===== src/rtl/nibble_add_pkg.sv =====
`default_nettype none
// ============================================================================
// Module      : nibble_add_pkg
// Description : Shared definitions for the nibble-serial adder.
//               Holds the slice width, the controller state encoding and
//               helper functions that derive the slice count and the
//               slice-counter width from the operand width.
// Revision    : 1.0 - initial release
// ============================================================================
package nibble_add_pkg;

    // Width of the single ripple-carry slice reused on every RUN cycle.
    localparam int SLICE_W = 4;

    typedef enum logic [1:0] {
        IDLE = 2'd0,
        RUN  = 2'd1,
        DONE = 2'd2
    } state_t;

    // Number of RUN cycles needed to cover an operand of the given width.
    function automatic int calc_nslice(input int width);
        return width / SLICE_W;
    endfunction

    // The counter must be at least one bit wide, even for a single slice.
    function automatic int calc_cnt_w(input int nslice);
        return (nslice > 1) ? $clog2(nslice) : 1;
    endfunction

endpackage : nibble_add_pkg
`default_nettype wire


===== src/rtl/add_slice4.sv =====
`default_nettype none
// ============================================================================
// Module      : add_slice4
// Description : Purely combinational 4-bit ripple-carry adder slice built
//               from four full-adder cells.
// Ports       : x, y  - 4-bit addends
//               ci    - carry in
//               s     - 4-bit sum
//               co    - carry out of bit 3
// Revision    : 1.0 - initial release
// ============================================================================
module add_slice4
    import nibble_add_pkg::*;
(
    input  logic [SLICE_W-1:0] x,
    input  logic [SLICE_W-1:0] y,
    input  logic               ci,
    output logic [SLICE_W-1:0] s,
    output logic               co
);

    // Carry chain: w_c[0] is the slice carry-in, w_c[SLICE_W] the carry-out.
    logic [SLICE_W:0] w_c;

    assign w_c[0] = ci;

    generate
        for (genvar gi = 0; gi < SLICE_W; gi++) begin : g_fa
            assign s[gi]     = x[gi] ^ y[gi] ^ w_c[gi];
            assign w_c[gi+1] = (x[gi] & y[gi]) | (w_c[gi] & (x[gi] ^ y[gi]));
        end
    endgenerate

    assign co = w_c[SLICE_W];

endmodule : add_slice4
`default_nettype wire


===== src/rtl/nibble_serial_add_ctrl.sv =====
`default_nettype none
// ============================================================================
// Module      : nibble_serial_add_ctrl
// Description : Multi-cycle sequencer computing WIDTH-bit additions with a
//               single 4-bit ripple-carry slice, one nibble per cycle, LSB
//               first, carry held in a flop between slices.
//               Handshake: valid/ready on both the operand and result sides.
//               Optional subtract mode enabled by the macro
//               NIBBLE_SERIAL_ADD_SUBTRACT_EN (adds input port sub).
// Ports       : clk, rst_n          - clock, asynchronous active-low reset
//               in_valid, in_ready  - operand handshake (ready only in IDLE)
//               a, b, cin           - operands and carry-in
//               sub                 - subtract select (macro builds only)
//               out_valid, out_ready- result handshake
//               sum, cout           - result and carry out of the MSB
//               busy                - high while in RUN or DONE
// Revision    : 1.0 - initial release
// ============================================================================
module nibble_serial_add_ctrl
    import nibble_add_pkg::*;
#(
    parameter int WIDTH = 16
) (
    input  logic             clk,
    input  logic             rst_n,
    input  logic             in_valid,
    output logic             in_ready,
    input  logic [WIDTH-1:0] a,
    input  logic [WIDTH-1:0] b,
    input  logic             cin,
`ifdef NIBBLE_SERIAL_ADD_SUBTRACT_EN
    input  logic             sub,
`endif
    output logic             out_valid,
    input  logic             out_ready,
    output logic [WIDTH-1:0] sum,
    output logic             cout,
    output logic             busy
);

    localparam int NSLICE = calc_nslice(WIDTH);
    localparam int CNT_W  = calc_cnt_w(NSLICE);
    localparam logic [CNT_W-1:0] LAST_CNT = CNT_W'(NSLICE - 1);

    generate
        if ((WIDTH < SLICE_W) || ((WIDTH % SLICE_W) != 0)) begin : g_width_err
            $error("nibble_serial_add_ctrl: WIDTH must be a multiple of 4 and at least 4");
        end
    endgenerate

    // ------------------------------------------------------------------
    // Registers
    // ------------------------------------------------------------------
    state_t             r_state;
    state_t             w_state_nxt;
    logic [CNT_W-1:0]   r_cnt;
    logic               r_carry;
    logic [WIDTH-1:0]   r_a;
    logic [WIDTH-1:0]   r_b;
    logic [WIDTH-1:0]   r_sum;
    logic               r_cout;

    logic               w_accept;
    logic               w_last;
    logic               w_sub;
    logic [SLICE_W-1:0] w_s;
    logic               w_co;
    logic [WIDTH-1:0]   w_sum_shift;

`ifdef NIBBLE_SERIAL_ADD_SUBTRACT_EN
    assign w_sub = sub;
`else
    assign w_sub = 1'b0;
`endif

    // ------------------------------------------------------------------
    // The one and only adder slice
    // ------------------------------------------------------------------
    add_slice4 u_slice (
        .x  (r_a[SLICE_W-1:0]),
        .y  (r_b[SLICE_W-1:0]),
        .ci (r_carry),
        .s  (w_s),
        .co (w_co)
    );

    // Slice results enter the sum register from the MSB end, so after
    // NSLICE shifts the first (least significant) nibble lands in bits 3:0.
    generate
        if (NSLICE == 1) begin : g_sum_single
            assign w_sum_shift = w_s;
        end else begin : g_sum_multi
            assign w_sum_shift = {w_s, r_sum[WIDTH-1:SLICE_W]};
        end
    endgenerate

    // ------------------------------------------------------------------
    // FSM: state register
    // ------------------------------------------------------------------
    always_ff @(posedge clk or negedge rst_n) begin
        if (!rst_n) begin
            r_state <= IDLE;
        end else begin
            r_state <= w_state_nxt;
        end
    end

    // ------------------------------------------------------------------
    // FSM: next state and control strobes
    // ------------------------------------------------------------------
    always_comb begin
        w_state_nxt = r_state;
        w_accept    = 1'b0;
        w_last      = 1'b0;
        case (r_state)
            IDLE: begin
                if (in_valid) begin
                    w_accept    = 1'b1;
                    w_state_nxt = RUN;
                end
            end
            RUN: begin
                if (r_cnt == LAST_CNT) begin
                    w_last      = 1'b1;
                    w_state_nxt = DONE;
                end
            end
            DONE: begin
                if (out_ready) begin
                    w_state_nxt = IDLE;
                end
            end
            default: begin
                w_state_nxt = IDLE;
            end
        endcase
    end

    // ------------------------------------------------------------------
    // Datapath
    // ------------------------------------------------------------------
    always_ff @(posedge clk or negedge rst_n) begin
        if (!rst_n) begin
            r_cnt   <= '0;
            r_carry <= 1'b0;
            r_a     <= '0;
            r_b     <= '0;
            r_sum   <= '0;
            r_cout  <= 1'b0;
        end else if (w_accept) begin
            // Subtraction is a + ~b + 1: invert B and force the carry-in.
            r_a     <= a;
            r_b     <= w_sub ? ~b : b;
            r_carry <= w_sub ? 1'b1 : cin;
            r_cnt   <= '0;
        end else if (r_state == RUN) begin
            r_a     <= r_a >> SLICE_W;
            r_b     <= r_b >> SLICE_W;
            r_carry <= w_co;
            r_sum   <= w_sum_shift;
            if (w_last) begin
                r_cout <= w_co;
            end else begin
                r_cnt  <= r_cnt + 1'b1;
            end
        end
    end

    // ------------------------------------------------------------------
    // Outputs
    // ------------------------------------------------------------------
    assign in_ready  = (r_state == IDLE);
    assign out_valid = (r_state == DONE);
    assign busy      = (r_state != IDLE);
    assign sum       = r_sum;
    assign cout      = r_cout;

endmodule : nibble_serial_add_ctrl
`default_nettype wire


===== config.mk =====
export PLATFORM = sky130hd
export DESIGN_NAME = nibble_serial_add_ctrl
export DESIGN_NICKNAME = d
export VERILOG_FILES = /design/src/rtl/nibble_add_pkg.sv /design/src/rtl/add_slice4.sv /design/src/rtl/nibble_serial_add_ctrl.sv
export SDC_FILE = /design/constraint.sdc
export NUM_CORES = 1
export LEC_CHECK = 0
export BUFFER_PORTS_ARGS = -buffer_cell sky130_fd_sc_hd__buf_2
export CAP_MARGIN = 20
export CORE_UTILIZATION = 40
export CTS_CLUSTER_DIAMETER = 150
export DETAILED_ROUTE_END_ITERATION = 7
export MAX_ROUTING_LAYER = met4
export SYNTH_ARGS = -nofsm -noshare
export SYNTH_HDL_FRONTEND = slang
export SYNTH_SLANG_ARGS = --single-unit

===== constraint.sdc =====
create_clock -name clk -period 5.2 [get_ports clk]
set_clock_uncertainty 0.2 [all_clocks]
set_input_delay 0.78 -clock clk [delete_from_list [all_inputs] [get_ports clk]]
set_output_delay 0.78 -clock clk [all_outputs]
set_load 0.05 [all_outputs]

Word level (Yosys, flattened, before mapping) --
Cells that the tools add are included.
Operators by class: $add $sub $neg 1, multipliers 0, div/mod/pow operators 0, $lt $le $gt $ge 0, eq/ne operators 7, shifts and indexed selects 0, mux-type cells 17, bitwise gates (word level) 21, reductions and logical operators 7
Operators with widths (count):
- 16-bit two-way mux | 4
- 2-bit two-way mux | 6
- 1-bit bitwise AND | 8
- 1-bit bitwise XOR | 8
- 1-bit two-way mux | 6
- 2-bit != test (second input constant) | 3
- 2-bit one-hot mux with 3 select lines | 1
- 3-bit AND reduction | 2
- 2-bit == test (second input constant) | 2
- 1-bit OR | 4
- 2-bit AND reduction | 2
- 2-bit nonzero test | 2
- 2-bit by 1-bit adder with 2-bit output (second input constant) | 1
- 2-bit by 1-bit == test with 1-bit output (second input constant) | 1
- 2-bit logical NOT | 1
- 2-bit by 1-bit != test with 1-bit output (second input constant) | 1
- 1-bit inverter | 1
Storage, ports and cells: register bits after elaboration 54, bits in latches 0, memory bits (writable) 0, memory bits (read-only) 0, bits of input ports 37, output and inout port bits 20, word-level logic and storage cells 60, memories 0

Longest topological paths before layout --
Gate-level depths: netlist (run 1).
depth after elaboration 11, depth in mapped cells 10, depth with buffers taken out 10

Hierarchy --
A second synthesis (run 1) with hierarchy kept.
Second synthesis, totals: cell total of the unflattened synthesis 228, area, all modules 2671.3 µm²
Modules (own cells, without submodules):
- nibble_serial_add_ctrl | times used 1, cells each 214, area each 2553.7 µm², seq. area each 1351.3 µm²
- add_slice4 | times used 1, cells each 14, area each 117.6 µm², seq. area each 0.0 µm²

Worst setup path before layout (run 1) --
No wires, ideal clock.
kind register -> output, start point reg r_state[0], end point out in_ready, arrival 1577 ps, data required time 4220 ps, setup slack 2643 ps, stages on the path, launching flop included 6, buffers on the path 2, cells stage by stage dfrtp_1 -> buf_4 -> clkinv_1 -> buf_2 -> nand2_1 -> inv_1
On the way: word-level cells in the longest chain between the ends 1
RTL lines:
- start: declaration | RTL line nibble_serial_add_ctrl.sv:54 | state_t r_state;
- start signal: assignment | RTL line nibble_serial_add_ctrl.sv:104 | r_state <= w_state_nxt;
- 2-bit logical NOT | RTL line nibble_serial_add_ctrl.sv:172 | assign in_ready = (r_state == IDLE);
- end: declaration | RTL line nibble_serial_add_ctrl.sv:27 | output logic in_ready,
Every way passes these cells.

Final worst setup path (run 1) --
start point reg r_state[1], end point out busy
On the way: word-level cells in the longest chain between the ends 1
RTL lines:
- 2-bit nonzero test | RTL line nibble_serial_add_ctrl.sv:174 | assign busy = (r_state != IDLE);
- end: declaration | RTL line nibble_serial_add_ctrl.sv:38 | output logic busy
Every way passes these cells.

==> results.sh, run 1 <==
export IMPL_post_synth_num_cell_types=30
export IMPL_timing_hold_worst_class="reg2reg"
export IMPL_ir_drop_mv=0.4072
export IMPL_min_delay_start="sum[15]$_DFFE_PN0P_"
export IMPL_hpwl_um=3520
export IMPL_num_antenna_cells=0
export IMPL_final_max_slew_violation_count=0
export IMPL_postCtsSetupRepairBufs=0
export IMPL_post_synth_most_frequent_cells="54 x sky130_fd_sc_hd__dfrtp_1, 27 x sky130_fd_sc_hd__o22ai_1, 15 x sky130_fd_sc_hd__nor3_1"
export IMPL_detail_route_vias_per_cell=5.477
export IMPL_worst_path_largest_cell_delay_ps=850
export IMPL_placed_instance_count=326
export IMPL_worstPathCellList="inv_1 -> nand2_1 -> buf_2"
export IMPL_synthesis_instances=211
export IMPL_syn_cell_area_um2=2422
export IMPL_power_total_w=0.002066
export IMPL_synthDominantAreaCellType="sky130_fd_sc_hd__dfrtp_1"
export IMPL_detail_route_wl_per_cell_um=15.68
export IMPL_crit_reg2reg_launch="r_carry$_DFFE_PN0P_"
export IMPL_critical_path_startpoint="r_state[1]$_DFFE_PN0P_"
export IMPL_die_h_um=79.82
export IMPL_later_pin_clock_latency_in_the_skew_report_ps=310
export IMPL_setup_worst_path_start_class="flop"
export IMPL_core_area_um2=5675
export IMPL_power_per_cell_area_nw_per_um2=742.7
export IMPL_arrival_ps=2350
export IMPL_maximum_number_of_pins_on_one_net_before_global_route_repair=55
export IMPL_post_cts_resized_instances=0
export IMPL_pwr_share_seq=0.382
export IMPL_std_cell_rows=27
export IMPL_htree_num_levels=2
export IMPL_async_flop_share=1.000
export IMPL_timing_critical_path_required_ps=4220
export IMPL_cts_root_to_sink_buffers=2
export IMPL_initial_utilization=0.4268
export IMPL_pwr_share_clk=0.108
export IMPL_tritoncts_num_buffers=5
export IMPL_syn_nets=253
export IMPL_place_congestion=0.7046
export IMPL_synth_edf_count=0
export IMPL_drt_pre_antenna_iters=4
export IMPL_setup_violations_final=0
export IMPL_yosysWarningCount=0
export IMPL_most_frequent_cell_after_synthesis="sky130_fd_sc_hd__dfrtp_1"
export IMPL_drt_first_iter_violations=93
export IMPL_syn_mean_instance_area_um2=11.48
export IMPL_worst_slew_pin_slew_ps=915.1
export IMPL_total_leakage_power_nw=1.291
export IMPL_grt_first_pass_wirelength_um=8493
export IMPL_rsz0062_at_grt="no"
export IMPL_post_route_cells_drive_above_1_share=0.3142
export IMPL_switching_share=0.4573
export IMPL_holdWs_ps=305.3
export IMPL_share_comb_of_total_power=0.510
export IMPL_net_switching_power_w=0.0009447
export IMPL_grt_antenna_before_repair=0
export IMPL_groute_usage_overall=0.1813
export IMPL_final_min_clock_period_ps=3326
export IMPL_numPortBuffers=56
export IMPL_drc=0
export IMPL_timing_max_slew_rel_slack=0.3893
export IMPL_maxCapViolations=0
export IMPL_critPathSlowestCell="sky130_fd_sc_hd__dfrtp_1"
export IMPL_crit_type="reg2out"
export IMPL_routed_via_count=1824
export IMPL_tritoncts="yes"
export IMPL_area_growth_pct=14.82
export IMPL_cts_hold_repair_buffers=0
export IMPL_clock_root_buffer="sky130_fd_sc_hd__clkbuf_8"
export IMPL_first_global_vias=1695
export IMPL_worstPathMaxFanout=29
export IMPL_end_kind="output pin"
export IMPL_clkTransAtPathRegs_ps=90
export IMPL_run_status="finished clean"
export IMPL_intPower_w=0.001121
export IMPL_yosys_most_used_dff="sky130_fd_sc_hd__dfrtp_1"
export IMPL_fin_nets=303
export IMPL_synth_yosys_seq_area_share=0.5579
export IMPL_die_area_um2=6371
export IMPL_overflow=0
export IMPL_timing_setup_tns_ps=0
export IMPL_achievable_frequency_mhz=300.7
export IMPL_cts_sinks=54
export IMPL_synthDominantCellAreaShare=0.5579
export IMPL_synth_ff_latch_count=54
export IMPL_postRouteAntennaNets=0
export IMPL_yosys_top_cells_area="sky130_fd_sc_hd__dfrtp_1 56%, sky130_fd_sc_hd__o22ai_1 7.0%, sky130_fd_sc_hd__mux2_2 6.5%, sky130_fd_sc_hd__fa_1 3.3%, sky130_fd_sc_hd__nor3_1 3.1%"
export IMPL_ios=57
export IMPL_dieWidth_um=79.82
export IMPL_finalWirelength_um=5221
export IMPL_final_cell_count_no_fill=333
export IMPL_timing_hold_violations_final=0
export IMPL_timing_final_crit_share=0.6396
[layer usage]
metal,wire (um),global-route usage,share of wire,vias to the layer above
met2,2421,0.2761,0.46,56
met4,59,0.05357,0.011,0
met5,0,-,0,-
met1,2489,0.2419,0.48,896
li1,-,-,-,866
met3,250,0.04229,0.048,6
[logic make-up (layout without fill, tap and decap cells)]
family	count (synthesis)	in the layout	synth area share
AOI/OAI and AO/OA	68	68	0.1875
adders and majority gates	5	5	0.03822
buffers and inverters	26	76	0.05940
DFF	54	54	0.5579
muxes	14	14	0.06508
and+or+nand+nor	44	44	0.09194
[registers in the layout, summed over array words and instances (netlist names)]
register  flops
cout          1
r_a          16
r_b          16
r_carry       1
r_cnt         2
r_state       2
sum          16
[worst max-delay path, delay by kind of cell (launching register included)]
family,cells,cell delay (ps)
buf+inv,2,940
simple gates,1,240
flops,1,850
[metrics by stage]
step	utilization	setup slack [ps]	instance area, um2
finish	0.4901	1874	2781
global route	0.4901	1612	2781
CTS	0.4901	1894	2781
detailed placement	0.4766	2258	2705
global placement	0.4766	2295	2705
floorplan	-	2643	2422
[final timing paths]
| kind | end | slack, ps | cells past startpoint |
|---|---|---|---|
| worst min-delay path | sum[15]$_DFFE_PN0P_ | 310 | 2 |
| max in group asynchronous | r_cnt[1]$_DFFE_PN0P_ | 3970 | 2 |
| worst min register to register | sum[15]$_DFFE_PN0P_ | 310 | 2 |
| worst max register to register | sum[15]$_DFFE_PN0P_ | 2800 | 8 |
| min in group asynchronous | sum[0]$_DFFE_PN0P_ | 380 | 2 |
| worst max-delay path | busy | 1870 | 3 |
[power groups by stage]
stage	Clock [W]	Combinational [W]	Sequential, W
2_1_floorplan	0	0.000672	0.000977
3_3_place_gp	0	0.00104	0.000792
3_5_place_dp	0	0.00107	0.000799
4_1_cts	0.000232	0.00107	0.000790
5_1_grt	0.000249	0.00115	0.000822
6_report	0.000222	0.00105	0.000790
[cell usage in the layout, fill, tap and decap left out, drive strengths merged]
| cell | count |
|---|---|
| a21oi | 12 |
| a22o | 6 |
| a22oi | 1 |
| a2bb2oi | 8 |
| buf | 58 |
| clkbuf | 7 |
| clkinv | 1 |
| dfrtp | 54 |
| fa | 4 |
| ha | 1 |
| inv | 10 |
| mux2 | 14 |
| nand2 | 7 |
| nand2b | 3 |
| nand3b | 1 |
| nor2 | 16 |
| nor2b | 1 |
| nor3 | 15 |
| o21ai | 7 |
| o22ai | 27 |
| o2bb2ai | 2 |
| o31ai | 1 |
| o32ai | 4 |
| or2 | 1 |
[layout make-up]
class | instances | area (um2)
fillers | 572 | 2894
clock buffers | 7 | 76.32
repair buffers | 58 | 295.3
inverters | 11 | 41.29
well taps | 72 | 90.09
multi-input cells | 131 | 927.1
flip-flops and latches | 54 | 1351
(Power assumes the default switching activity.)
==> run 2, diff against run 1 <==
- clock period: 5.2 -> 2.7 ns (I/O delays scaled with it)
==> run 2 against run 1 <==
Setup slack worse by 1500 ps. Critical path type is now reg2reg. Final cell count is 2.1% higher. Global-route usage is 0.45 points higher.
==> results.sh, run 2 (synthesis gave the netlist of run 1 again) <==
export IMPL_core_area_um2=5675
export IMPL_worst_slew_pin_slew_ps=581.4
export IMPL_htree_num_levels=2
export IMPL_final_setup_worst_slack_ps=330.8
export IMPL_groute_usage_overall=0.1859
export IMPL_initial_utilization=0.4268
export IMPL_drt_first_iter_violations=103
export IMPL_worst_r2r_path_depth=8
export IMPL_rsz0062_at_grt="no"
export IMPL_dieWidth_um=79.82
export IMPL_cts_hold_repair_buffers=1
export IMPL_die_area_um2=6371
export IMPL_min_delay_start="out_ready"
export IMPL_timing_final_crit_share=0.8775
export IMPL_die_h_um=79.82
export IMPL_timing_hold_worst_class="in2reg"
export IMPL_routed_via_count=1827
export IMPL_num_antenna_cells=0
export IMPL_timing_setup_tns_ps=0
export IMPL_detail_route_wl_per_cell_um=15.53
export IMPL_achievable_frequency_mhz=422.1
export IMPL_most_common_layout_cells="56 x sky130_fd_sc_hd__buf_2, 54 x sky130_fd_sc_hd__dfrtp_1, 27 x sky130_fd_sc_hd__o22ai_1"
export IMPL_worstPathMaxFanout=3
export IMPL_grt_first_pass_wirelength_um=8776
export IMPL_end_kind="flop"
export IMPL_crit_reg2reg_launch="r_carry$_DFFE_PN0P_"
export IMPL_numPortBuffers=56
export IMPL_most_common_cell_after_layout_fill_and_taps_aside="sky130_fd_sc_hd__buf_2"
export IMPL_crit_type="reg2reg"
export IMPL_timing_critical_path_required_ps=2740
export IMPL_later_pin_clock_latency_in_the_skew_report_ps=310
export IMPL_drc=0
export IMPL_final_core_util=0.5123
export IMPL_cts_root_to_sink_buffers=2
export IMPL_hpwl_um=3643
export IMPL_detail_route_vias_per_cell=5.374
export IMPL_hold_path_endpoint="r_state[1]$_DFFE_PN0P_"
export IMPL_clkTransAtPathRegs_ps=100
export IMPL_maximum_number_of_pins_on_one_net_before_global_route_repair=28
export IMPL_min_path_cells=2
export IMPL_design_area_um2=2908
export IMPL_rrSetupSlack_ps=330
export IMPL_post_dp_cell_area_um2=2755
export IMPL_postCtsSetupRepairBufs=0
export IMPL_fillers=545
export IMPL_final_max_slew_violation_count=0
export IMPL_power_per_cell_area_nw_per_um2=1470
export IMPL_grt_antenna_before_repair=0
export IMPL_finalWirelength_um=5281
export IMPL_drt_pre_antenna_iters=4
export IMPL_post_cts_resized_instances=0
export IMPL_area_growth_pct=20.04
export IMPL_postRouteAntennaNets=0
export IMPL_maxCapViolations=0
export IMPL_total_leakage_power_nw=1.356
export IMPL_tritoncts_num_buffers=5
export IMPL_ios=57
export IMPL_dp_worst_setup_slack_ps=317.7
export IMPL_multi_input_comb_area_um2=927.1
export IMPL_first_global_vias=1773
export IMPL_setup_violations_final=0
export IMPL_post_route_cells_drive_above_1_share=0.3358
export IMPL_worst_r2r_endpoint="sum[15]$_DFFE_PN0P_"
export IMPL_cts_sinks=54
export IMPL_place_congestion=0.7474
export IMPL_final_min_clock_period_ps=2369
export IMPL_tritoncts="yes"
export IMPL_overflow=0
export IMPL_fin_nets=309
export IMPL_final_seq_area_um2=1351
export IMPL_run_status="finished clean"
export IMPL_timing_max_slew_rel_slack=0.6124
export IMPL_std_cell_rows=27
export IMPL_holdWs_ps=75.14
export IMPL_ir_drop_mv=0.6833
export IMPL_clock_root_buffer="sky130_fd_sc_hd__clkbuf_8"
export IMPL_timing_hold_violations_final=0
export IMPL_setup_worst_path_start_class="flop"
export IMPL_arrival_ps=2410
run 2: layout make-up:
type / instances / share of cell area
Timing Repair Buffer: 64 / 0.1222
Clock buffer: 6 / 0.02840
Sequential cell: 54 / 0.4647
Tap cell: 72 / 0.03098
Clock inverter: 2 / 0.02065
Inverter: 11 / 0.01420
Multi-Input combinational cell: 131 / 0.3188
run 2: worst max path at each step:
| stage | from | to | slack [ps] | depth (start not counted) |
|---|---|---|---|---|
| 6_report | r_carry$_DFFE_PN0P_ | sum[15]$_DFFE_PN0P_ | 330 | 8 |
| 5_1_grt | r_carry$_DFFE_PN0P_ | sum[15]$_DFFE_PN0P_ | 230 | 8 |
| 4_1_cts | r_carry$_DFFE_PN0P_ | sum[15]$_DFFE_PN0P_ | 300 | 8 |
| 3_5_place_dp | r_carry$_DFFE_PN0P_ | sum[15]$_DFFE_PN0P_ | 320 | 8 |
| 3_3_place_gp | r_carry$_DFFE_PN0P_ | sum[15]$_DFFE_PN0P_ | 360 | 8 |
| 2_1_floorplan | r_carry$_DFFE_PN0P_ | sum[15]$_DFFE_PN0P_ | 430 | 8 |
run 2: worst max-delay path, cell delays in order (launching register included):
cell                      delay (ps)
sky130_fd_sc_hd__dfrtp_1         420
sky130_fd_sc_hd__fa_1            440
sky130_fd_sc_hd__inv_1            80
sky130_fd_sc_hd__fa_1            160
sky130_fd_sc_hd__inv_1            50
sky130_fd_sc_hd__fa_1            350
sky130_fd_sc_hd__inv_1            70
sky130_fd_sc_hd__fa_1            390
sky130_fd_sc_hd__o21ai_0         150
run 2: layer usage:
layer / GRT usage / vias up / routed length [um]
li1: - / 888 / -
met1: 0.2538 / 873 / 2579
met2: 0.2752 / 61 / 2342
met3: 0.04343 / 5 / 296
met4: 0.05536 / 0 / 63
met5: - / - / 0
run 2: report_power, final:
group          switching (W)  internal [W]  total, W
combinational        0.00132      0.000824   0.00215
sequential          0.000259       0.00121   0.00147
clock               0.000268      0.000395  0.000663
total                0.00185       0.00243   0.00428
run 2: metrics by stage:
stage / total power [W] / instances
6_report: 0.004276 / 340
5_1_grt: 0.004597 / 340
4_1_cts: 0.004320 / 340
3_5_place_dp: 0.003649 / 331
3_3_place_gp: 0.003607 / 331
2_1_floorplan: 0.003175 / 211
